$ cat config.mk
export PLATFORM = sky130hd
export DESIGN_NAME = ula_inv
export DESIGN_NICKNAME = d
export VERILOG_FILES = /design/src/rtl/ula_inv.sv
export SDC_FILE = /design/constraint.sdc
export NUM_CORES = 1
export LEC_CHECK = 0
export ABC_AREA = 1
export CAP_MARGIN = 20
export CORE_ASPECT_RATIO = 0.6
export CORE_MARGIN = 3
export CORE_UTILIZATION = 47
export DETAILED_ROUTE_END_ITERATION = 6
export PLACE_DENSITY = 0.74
export SYNTH_ARGS = -nofsm -noshare
export SYNTH_HDL_FRONTEND = slang
export SYNTH_SLANG_ARGS = --single-unit
export TNS_END_PERCENT = 30
$ cat constraint.sdc
create_clock -name clk -period 1.75 [get_ports clk]
set_input_delay 0.175 -clock clk [delete_from_list [all_inputs] [get_ports clk]]
set_output_delay 0.175 -clock clk [all_outputs]
set_load 0.02 [all_outputs]
$ cat src/rtl/ula_inv.sv
// Unsigned subtract / restoring divide unit with a start/busy/done handshake.
// Optional build macro ULA_INV_BORROW_EN: flag a borrow on erro for subtraction.
module ula_inv #(
    parameter int DATA_W = 16
) (
    input  logic              clk,
    input  logic              rst_n,
    input  logic [DATA_W-1:0] e0,
    input  logic [DATA_W-1:0] e1,
    input  logic              h,
    input  logic              start,
    output logic [DATA_W-1:0] s,
    output logic [DATA_W-1:0] r,
    output logic              busy,
    output logic              done,
    output logic              erro
);

    localparam int CNT_W = $clog2(DATA_W);
    localparam logic [CNT_W-1:0] LAST_STEP = CNT_W'(DATA_W - 1);

    typedef enum logic [1:0] {
        IDLE,
        CALC,
        DONE
    } state_t;

    state_t            state;
    state_t            state_nxt;
    logic [CNT_W-1:0]  cnt;
    logic [DATA_W-1:0] op_a;
    logic [DATA_W-1:0] op_d;
    logic [DATA_W-1:0] rem_w;
    logic [DATA_W-1:0] rem_nxt;
    logic [DATA_W-1:0] quo_nxt;

    // One restoring step: shift the next dividend bit into the partial
    // remainder and keep the subtraction only if it does not go negative.
    // The extra trial bit covers a partial remainder of up to 2*divisor-1.
    function automatic logic [2*DATA_W-1:0] div_step(
        input logic [DATA_W-1:0] rem,
        input logic [DATA_W-1:0] quo,
        input logic [DATA_W-1:0] dvs
    );
        logic [DATA_W:0] trial;
        trial = {rem, quo[DATA_W-1]};
        if (trial >= {1'b0, dvs}) begin
            trial = trial - {1'b0, dvs};
            return {trial[DATA_W-1:0], quo[DATA_W-2:0], 1'b1};
        end
        return {trial[DATA_W-1:0], quo[DATA_W-2:0], 1'b0};
    endfunction

    assign {rem_nxt, quo_nxt} = div_step(rem_w, op_a, op_d);

    always_ff @(posedge clk or negedge rst_n) begin
        if (!rst_n) begin
            state <= IDLE;
        end else begin
            state <= state_nxt;
        end
    end

    always_comb begin
        state_nxt = state;
        busy      = 1'b0;
        done      = 1'b0;
        case (state)
            IDLE: begin
                if (start) begin
                    state_nxt = (h && (e1 != '0)) ? CALC : DONE;
                end
            end
            CALC: begin
                busy = 1'b1;
                if (cnt == LAST_STEP) begin
                    state_nxt = DONE;
                end
            end
            DONE: begin
                done      = 1'b1;
                state_nxt = IDLE;
            end
            default: state_nxt = IDLE;
        endcase
    end

    // h itself is not kept: a division in progress is recorded by the CALC state.
    always_ff @(posedge clk or negedge rst_n) begin
        if (!rst_n) begin
            cnt   <= '0;
            op_a  <= '0;
            op_d  <= '0;
            rem_w <= '0;
            s     <= '0;
            r     <= '0;
            erro  <= 1'b0;
        end else begin
            case (state)
                IDLE: begin
                    if (start) begin
                        op_a  <= e0;
                        op_d  <= e1;
                        rem_w <= '0;
                        cnt   <= '0;
                        if (!h) begin
                            s <= e0 - e1;
                            r <= '0;
`ifdef ULA_INV_BORROW_EN
                            erro <= (e0 < e1);
`else
                            erro <= 1'b0;
`endif
                        end else if (e1 == '0) begin
                            s    <= '1;
                            r    <= e0;
                            erro <= 1'b1;
                        end
                    end
                end
                CALC: begin
                    op_a  <= quo_nxt;
                    rem_w <= rem_nxt;
                    cnt   <= cnt + 1'b1;
                    // s/r only see the finished quotient and remainder
                    if (cnt == LAST_STEP) begin
                        s    <= quo_nxt;
                        r    <= rem_nxt;
                        erro <= 1'b0;
                    end
                end
                default: ;
            endcase
        end
    end

endmodule
After elaboration in Yosys (flattened, before gate mapping)
Index checks and enable logic that the tools add are counted.
{ "op_classes": {"n_addsub": 3, "mul": 0, "div": 0, "order_cmp": 1, "n_eq_ne": 6, "shift": 0, "n_mux": 31, "bitwise": 0, "reduce_logical": 9} }
{ "ops": {"columns": ["operator", "count"], "rows": [
  ["16-bit two-way mux", 11],
  ["16-bit case mux with 2 select lines", 4],
  ["32-bit two-way mux", 2],
  ["16-bit subtractor", 2],
  ["17-bit by 16-bit >= comparator with 1-bit output", 1],
  ["16-bit logical NOT", 1],
  ["16-bit nonzero test", 1],
  ["4-bit case mux with 2 select lines", 1],
  ["1-bit two-way mux", 7],
  ["2-bit two-way mux", 3],
  ["2-bit AND reduction", 3],
  ["4-bit by 1-bit adder with 4-bit output (second input constant)", 1],
  ["4-bit == test (second input constant)", 1],
  ["4-bit two-way mux", 1],
  ["2-bit != test (second input constant)", 2],
  ["2-bit case mux with 2 select lines", 1],
  ["4-bit AND reduction", 1],
  ["3-bit != test (second input constant)", 1],
  ["2-bit by 1-bit == test with 1-bit output (second input constant)", 1],
  ["2-bit == test (second input constant)", 1],
  ["2-bit logical NOT", 1],
  ["1-bit case mux with 2 select lines", 1],
  ["2-bit nonzero test", 1],
  ["1-bit logical AND", 1]
]} }
{ "word_totals": {"register_bits": 87, "latchBits": 0, "mem_bits_rw": 0, "rom_bits": 0, "inputBits": 36, "output_inout_bits": 35, "word_cells": 58, "memories": 0} }

Depth between registers and ports, before layout
Gate-level depths: netlist of run 1.
{ "depth": {"ltp_word": 5, "mapped_depth": 14} }

Worst setup path after synthesis of run 1
Ideal clock, no wire load.
{ "synth_timing": {"path_type": "register -> register", "startpoint": "register op_a[15]", "endpoint": "register rem_w[14]", "setup_ns": 0.131, "arrival_ns": 1.729, "required_ns": 1.619, "setup_slack_ns": -0.110, "stages_incl_launch_ff": 15, "n_path_buf": 0, "synth_period_minus_slack_ns": 1.860, "path_cell_list": "dfrtp_1 inv_1 ha_1 inv_1 fa_1 nand3_1 nand3_1 nand2_1 nand2_1 nand2_1 nand2_1 nand2_1 nand3_1 nand2_1 o21ai_0"} }
{ "synth_between": {"elab_chain_cells": 4, "elab_cells_between_ends": 7, "classes_between": "add/sub (1); order compare (1); mux (5)"} }
{ "synth_lines": {"columns": ["element", "line_no", "rtl"], "rows": [
  ["start: declaration", "31", "logic [DATA_W-1:0] op_a;"],
  ["start signal: assignment", "122", "op_a <= quo_nxt;"],
  ["16-bit subtractor / 17-bit by 16-bit >= comparator with 1-bit output (equally long branches)", "48, 47", null],
  ["16-bit two-way mux (tied with other cells)", "47", "if (trial >= {1'b0, dvs}) begin"],
  ["32-bit two-way mux (*)", "51", "return {trial[DATA_W-1:0], quo[DATA_W-2:0], 1'b0};"],
  ["16-bit case mux with 2 select lines (*)", "99", "case (state)"],
  ["end signal: assignment", "123", "rem_w <= rem_nxt;"],
  ["end: declaration", "33", "logic [DATA_W-1:0] rem_w;"]
]} }
Every way passes the cells marked *; elsewhere a longest branch is shown, timed or not. The select of a mux whose other input is x is not followed.
A chain may end at the register's enable or synchronous reset.

Worst setup path after layout of run 1
{ "layout_timing": {"startpoint": "register op_d[1]", "endpoint": "register r[6]"} }
{ "layout_between": {"elab_chain_cells": 5, "elab_cells_between_ends": 8, "classes_between": "add/sub (1); order compare (1); mux (6)"} }
{ "layout_lines": {"columns": ["element", "line_no", "rtl"], "rows": [
  ["start: declaration", "32", "logic [DATA_W-1:0] op_d;"],
  ["start signal: assignment", "93", "op_d <= '0;"],
  ["start signal: assignment", "103", "op_d <= e1;"],
  ["16-bit subtractor / 17-bit by 16-bit >= comparator with 1-bit output (equally long branches)", "48, 47", null],
  ["16-bit two-way mux (tied with other cells)", "47", null],
  ["32-bit two-way mux (*)", "51", null],
  ["16-bit two-way mux (*)", "126", "if (cnt == LAST_STEP) begin"],
  ["16-bit case mux with 2 select lines (*)", "99", null],
  ["end signal: assignment", "128", "r <= rem_nxt;"],
  ["end: declaration", "13", "output logic [DATA_W-1:0] r,"]
]} }
Marks and branches as above.

==> flow_metrics.env, run 1 <==
export IMPL_status="finished, violations left"
export IMPL_violations="negative setup slack"
export IMPL_place_ws_ns=-0.406
export IMPL_drc=0
export IMPL_ys_ff_latch=87
export IMPL_max_freq_mhz=509
export IMPL_place_gp_congestion=1.00
export IMPL_die_x_microns=151
export IMPL_startpoint_type="flop"
export IMPL_netlist_instances=849
export IMPL_cts_tree="done"
export IMPL_drv_cap=0
export IMPL_synth_distinct_cells=42
export IMPL_most_common_layout_cells="187 x nand2_1, 129 x buf_4, 99 x inv_1"
export IMPL_setup_ws_ns=-0.216
export IMPL_cp_max_fo=4
export IMPL_dr_pass1_iters=5
export IMPL_initialDrtViolationCount=786
export IMPL_worst_slew_pin_slew_ns=0.501
export IMPL_initial_core_util_pct=48.5
export IMPL_crit_path_frequent_cell="nand3_2"
export IMPL_path_cells="inv_1 -> buf_4 -> fa_2 -> nand3_2 -> nand3_4 -> nand2_2 -> nand2_4 -> buf_6 -> xnor2_4 -> nand2_1 -> nand3_2 -> a21oi_2"
export IMPL_hold_path_class="input port to asynchronous set/reset pin"
export IMPL_via_count=6748
export IMPL_cts_buffers=9
export IMPL_final_common_cell="nand2_1"
export IMPL_max_slew_margin_pct=66.6
export IMPL_grt_remaining_overflow=0
export IMPL_hpwl_microns=15500
export IMPL_grt_total_usage_pct=31.0
export IMPL_die_height_microns=92.8
export IMPL_yosysSeqAreaShare_pct=36.9
export IMPL_fin_area_sq_um=9270
export IMPL_h_tree_depth=3
export IMPL_cts_sinks=87
export IMPL_finalCriticalPeriod_ns=1.97
export IMPL_multi_input_area_sq_um=4080
export IMPL_clk_pin_slew_ns=0.07
export IMPL_final_hold_viol_count=0
export IMPL_syn_area_sq_um=5910
export IMPL_viasPerCell=5.50
export IMPL_dpl_cell_area_sq_um=7860
export IMPL_register_area_sq_um=2180
export IMPL_rrSetupSlack_ns=-0.22
export IMPL_cts_buffer_depth=2
export IMPL_ys_warn_count=0
export IMPL_coreArea_sq_um=12200
export IMPL_critPathLaunch="op_d[1]"
export IMPL_finalSetupTns_ns=-5.86
export IMPL_area_growth_pct=56.9
export IMPL_path_class="flop to flop"
export IMPL_wl_microns=22100
export IMPL_rsz0062_at_grt="yes"
export IMPL_cp_slowest_cell="fa_2"
export IMPL_grt_use_met1_pct=46.8
export IMPL_antenna_found_initial=0
export IMPL_wl_per_cell_microns=18.0
export IMPL_portBuffers=70
export IMPL_grt_pass1_vias=6324
export IMPL_insertion_delay_ns=0.35
export IMPL_r2r_cells=12
export IMPL_required_ns=2.03
export IMPL_avgSynthCellArea_sq_um=6.96
export IMPL_rows=31
export IMPL_nets=1128
export IMPL_finalMaxSlewViolations=0
export IMPL_fin_crit_sh_pct=112
export IMPL_grtUsageMet2_pct=43.5
export IMPL_synth_top_cell_area_share_pct=36.9
export IMPL_cts_root_buf="clkbuf_16"
export IMPL_antenna_cells=0
export IMPL_crit_path_end_kind="flop"
export IMPL_r2r_start="op_d[1]"
export IMPL_worst_path_largest_cell_delay_ns=0.41
export IMPL_grt_pass1_wl_microns=33600
export IMPL_power_leakage_uw=0.00452
export IMPL_worstPathArrival_ns=2.25
export IMPL_setup_viol=38
export IMPL_fin_worst_skew_ns=0.00538
export IMPL_top_level_ports=71
export IMPL_die_area_sq_um=14000
export IMPL_synth_area_leaders="dfrtp_1 37%, nand2_1 15%, inv_1 7.6%"
export IMPL_grt_max_degree=61
export IMPL_total_power_uw=21200
export IMPL_syn_nets=919
export IMPL_yosysTopAreaCell="dfrtp_1"
export IMPL_drive_above_1_share_pct=34.6
export IMPL_power_density_nw_per_um2=2280
export IMPL_busiest_layer="met1"
export IMPL_fillCellCount=845
export IMPL_antenna_left=0
export IMPL_grt_use_met3_pct=9.78
export IMPL_peakVddDrop_mv=1.10
## where the power goes
part           switching (uW)  internal (uW)  leakage, uW
Combinational            8460           6820      0.00330
Sequential                696           2990      0.00105
Clock                     893           1320     0.000166
Total                   10000          11100      0.00452
## layout make-up
cell class | count | share of cell area, %
repair buffers | 220 | 21.5
clock buffers | 10 | 2.58
clock inverters | 6 | 1.05
multi-input cells | 614 | 44.0
well taps | 165 | 2.23
inverters | 126 | 5.18
flip-flops and latches | 87 | 23.5
## registers in the layout, indices dropped and copies added, names as in the netlist
register,count
r,16
state,2
op_d,16
cnt,4
s,16
op_a,16
rem_w,16
erro,1
## worst max-delay path: cells and delay by family (launching register included)
kind / cells / cell delay, ns
buffers and inverters: 3 / 0.37
AOI/OAI and AO/OA: 1 / 0.13
adders and majority gates: 1 / 0.41
DFF: 1 / 0.35
xor gates and xnor gates: 1 / 0.11
and+or+nand+nor: 6 / 0.52
## metal layers
layer,routed length [microns],up-vias
met5,0,-
li1,-,3145
met1,9830,3162
met4,329,0
met3,2660,41
met2,9270,400
## synth_stat cells (all sizes together)
library cell	instances
a21oi	52
nand3b	3
o21ai	48
a32o	1
inv	125
nor3	5
o22ai	1
o211ai	10
clkbuf	6
nor2	100
or2	2
and2	2
ha	32
o221ai	2
xnor2	7
a31oi	1
dfrtp	87
nand2	246
nand4	18
clkinv	1
fa	2
a22o	1
o21bai	1
buf	17
nor4	1
xor2	2
nand3	76
## cells by family after synthesis
logic type / Yosys count / synth area share, %
AO/OA/AOI/OAI: 117 / 10.8
adder cells (fa/ha/maj): 34 / 7.46
XOR/XNOR: 9 / 1.33
flip-flops: 87 / 36.9
AND/OR/NAND/NOR: 453 / 33.2
buffers and inverters: 149 / 10.4
## what timing repair did
item	CTS	global route
buffers inserted	18	7
gates resized for setup	110	121
cloned	1	0
endpoints found under the setup margin	46	51
hold buffers	1	0
pin swaps	43	41
endpoints found under the hold margin	20	0
## final timing paths
kind	end
max	r[6]
min	rem_w[15]
max reg2reg	r[6]
min reg2reg	erro
max in group asynchronous	s[7]
min in group clk	erro
## metrics by stage
step / util (%) / instances / hold WS, ns
floorplan: - / 849 / -0.121
global placement: 64.5 / 1188 / 0.0968
detailed placement: 64.5 / 1188 / 0.0955
CTS: 71.9 / 1222 / 0.270
global route: 76.1 / 1228 / 0.304
finish: 76.1 / 1228 / 0.263
(Power assumes the default switching activity.)
==> run 2, diff against run 1 <==
PLACE_DENSITY = 0.69   (was 0.74)
SETUP_SLACK_MARGIN = 0.05   (was not set)
clock period = 2.2 ns   (was 1.75 ns; I/O delays follow)
==> flow_metrics.env, run 2 (synthesis gave the netlist of run 1 again) <==
export IMPL_status="finished, final reports clean"
export IMPL_grt_pass1_wl_microns=29900
export IMPL_fin_crit_sh_pct=95.7
export IMPL_worstPathArrival_ns=2.34
export IMPL_coreArea_sq_um=12200
export IMPL_via_count=6119
export IMPL_grt_max_degree=49
export IMPL_rows=31
export IMPL_power_frac_comb_pct=65.6
export IMPL_initial_core_util_pct=48.5
export IMPL_die_area_sq_um=14000
export IMPL_power_share_switching_pct=47.9
export IMPL_startpoint_type="flop"
export IMPL_portBuffers=70
export IMPL_drv_cap=0
export IMPL_setup_ws_ns=0.0935
export IMPL_top_layer="met4"
export IMPL_cts_buffers=9
export IMPL_fin_worst_skew_ns=0.0106
export IMPL_p_int_uw=6870
export IMPL_register_area_sq_um=2180
export IMPL_hpwl_microns=14400
export IMPL_grt_total_usage_pct=27.6
export IMPL_cts_sinks=87
export IMPL_insertion_delay_ns=0.35
export IMPL_cp_max_fo=6
export IMPL_place_ws_ns=-0.0278
export IMPL_viasPerCell=5.40
export IMPL_antenna_left=0
export IMPL_max_slew_margin_pct=70.6
export IMPL_max_freq_mhz=475
export IMPL_cts_buffer_depth=2
export IMPL_required_ns=2.43
export IMPL_peakVddDrop_mv=0.729
export IMPL_h_tree_depth=3
export IMPL_initialDrtViolationCount=611
export IMPL_power_density_nw_per_um2=1710
export IMPL_antenna_found_initial=0
export IMPL_final_common_cell="nand2_1"
export IMPL_place_gp_congestion=0.976
export IMPL_met3_length_microns=1920
export IMPL_hold_path_class="input port to asynchronous set/reset pin"
export IMPL_antenna_cells=0
export IMPL_area_growth_pct=30.4
export IMPL_finalSetupTns_ns=0
export IMPL_cts_tree="done"
export IMPL_setup_viol=0
export IMPL_wl_per_cell_microns=16.9
export IMPL_top_level_ports=71
export IMPL_power_leakage_uw=0.00389
export IMPL_final_hold_viol_count=0
export IMPL_drc=0
export IMPL_grt_pass1_vias=5456
export IMPL_clk_pin_slew_ns=0.07
export IMPL_finalMaxSlewViolations=0
export IMPL_dr_pass1_iters=5
export IMPL_worst_slew_pin_slew_ns=0.441
export IMPL_die_x_microns=151
export IMPL_power_switching_uw=6320
export IMPL_die_height_microns=92.8
export IMPL_finalCriticalPeriod_ns=2.11
export IMPL_wl_met1_microns=9900
export IMPL_met2_length_microns=7260
export IMPL_path_class="flop to flop"
export IMPL_rsz0062_at_grt="yes"
export IMPL_fillCellCount=1148
export IMPL_cts_root_buf="clkbuf_16"
export IMPL_power_clock_fraction_pct=12.6
export IMPL_crit_path_end_kind="flop"
export IMPL_wl_microns=19200
export IMPL_grt_remaining_overflow=0
export IMPL_multi_input_area_sq_um=3340
export IMPL_most_common_layout_cells="235 x nand2_1, 118 x inv_1, 94 x nor2_1"
export IMPL_drive_above_1_share_pct=12.8
export IMPL_sequentialPowerShare_pct=21.8
export IMPL_nets=1035
[run 2: area by class of cell]
type | instances | area share, %
well taps | 165 | 2.68
clock buffers | 9 | 2.92
clock inverters | 6 | 1.20
inverters | 126 | 6.24
repair buffers | 128 | 15.3
flip-flops and latches | 87 | 28.3
multi-input cells | 613 | 43.4
[run 2: metal layers]
metal,track usage [%],vias to the layer above
met5,0,-
met4,3.70,0
met3,7.97,13
met2,35.0,289
met1,45.9,2858
li1,-,2959
[run 2: per-stage QoR]
step / cells / hold WS [ns] / utilization (%) / total power, uW / area (sq um)
floorplan: 849 / -0.0756 / - / 7880 / 5910
global placement: 1110 / 0.101 / 58.0 / 10400 / 7060
detailed placement: 1110 / 0.102 / 58.0 / 10400 / 7060
CTS: 1128 / 0.277 / 60.8 / 12200 / 7400
global route: 1134 / 0.303 / 63.2 / 14300 / 7700
finish: 1134 / 0.278 / 63.2 / 13200 / 7700
[run 2: worst paths after layout]
kind	startpoint	endpoint	slack, ns	cells after the start
max	op_d[11]	r[14]	0.09	12
min	rst_n	rem_w[4]	0.28	2
max reg2reg	op_d[11]	r[14]	0.09	12
min reg2reg	s[1]	s[1]	0.48	2
max in group asynchronous	rst_n	s[14]	1.32	3
min in group clk	s[1]	s[1]	0.48	2
[run 2: power groups by stage]
stage / combinational, uW / clock (uW) / sequential, uW
after floorplan: 4790 / 0 / 3080
after global placement: 7530 / 0 / 2820
after detailed placement: 7590 / 0 / 2820
after CTS: 7660 / 1680 / 2820
after global routing: 9570 / 1760 / 2950
final: 8650 / 1670 / 2870
[run 2: timing repair]
item	CTS	global route
gates cloned	0	1
setup buffers	2	5
gates resized for setup	0	48
hold endpoints to repair	16	0
hold buffers	1	0
pin swaps	1	7
setup endpoints to repair	5	36
[run 2: critical path: stages (launching register included)]
cell and delay (ns):
dfrtp_1 0.35, inv_1 0.07, ha_4 0.31, nand2_1 0.09
nor2_2 0.16, nand2_2 0.10, nor3_4 0.21, nor2_4 0.08
nand2_4 0.12, buf_4 0.17, nand3_1 0.11, nand3_1 0.14
nand2_1 0.07
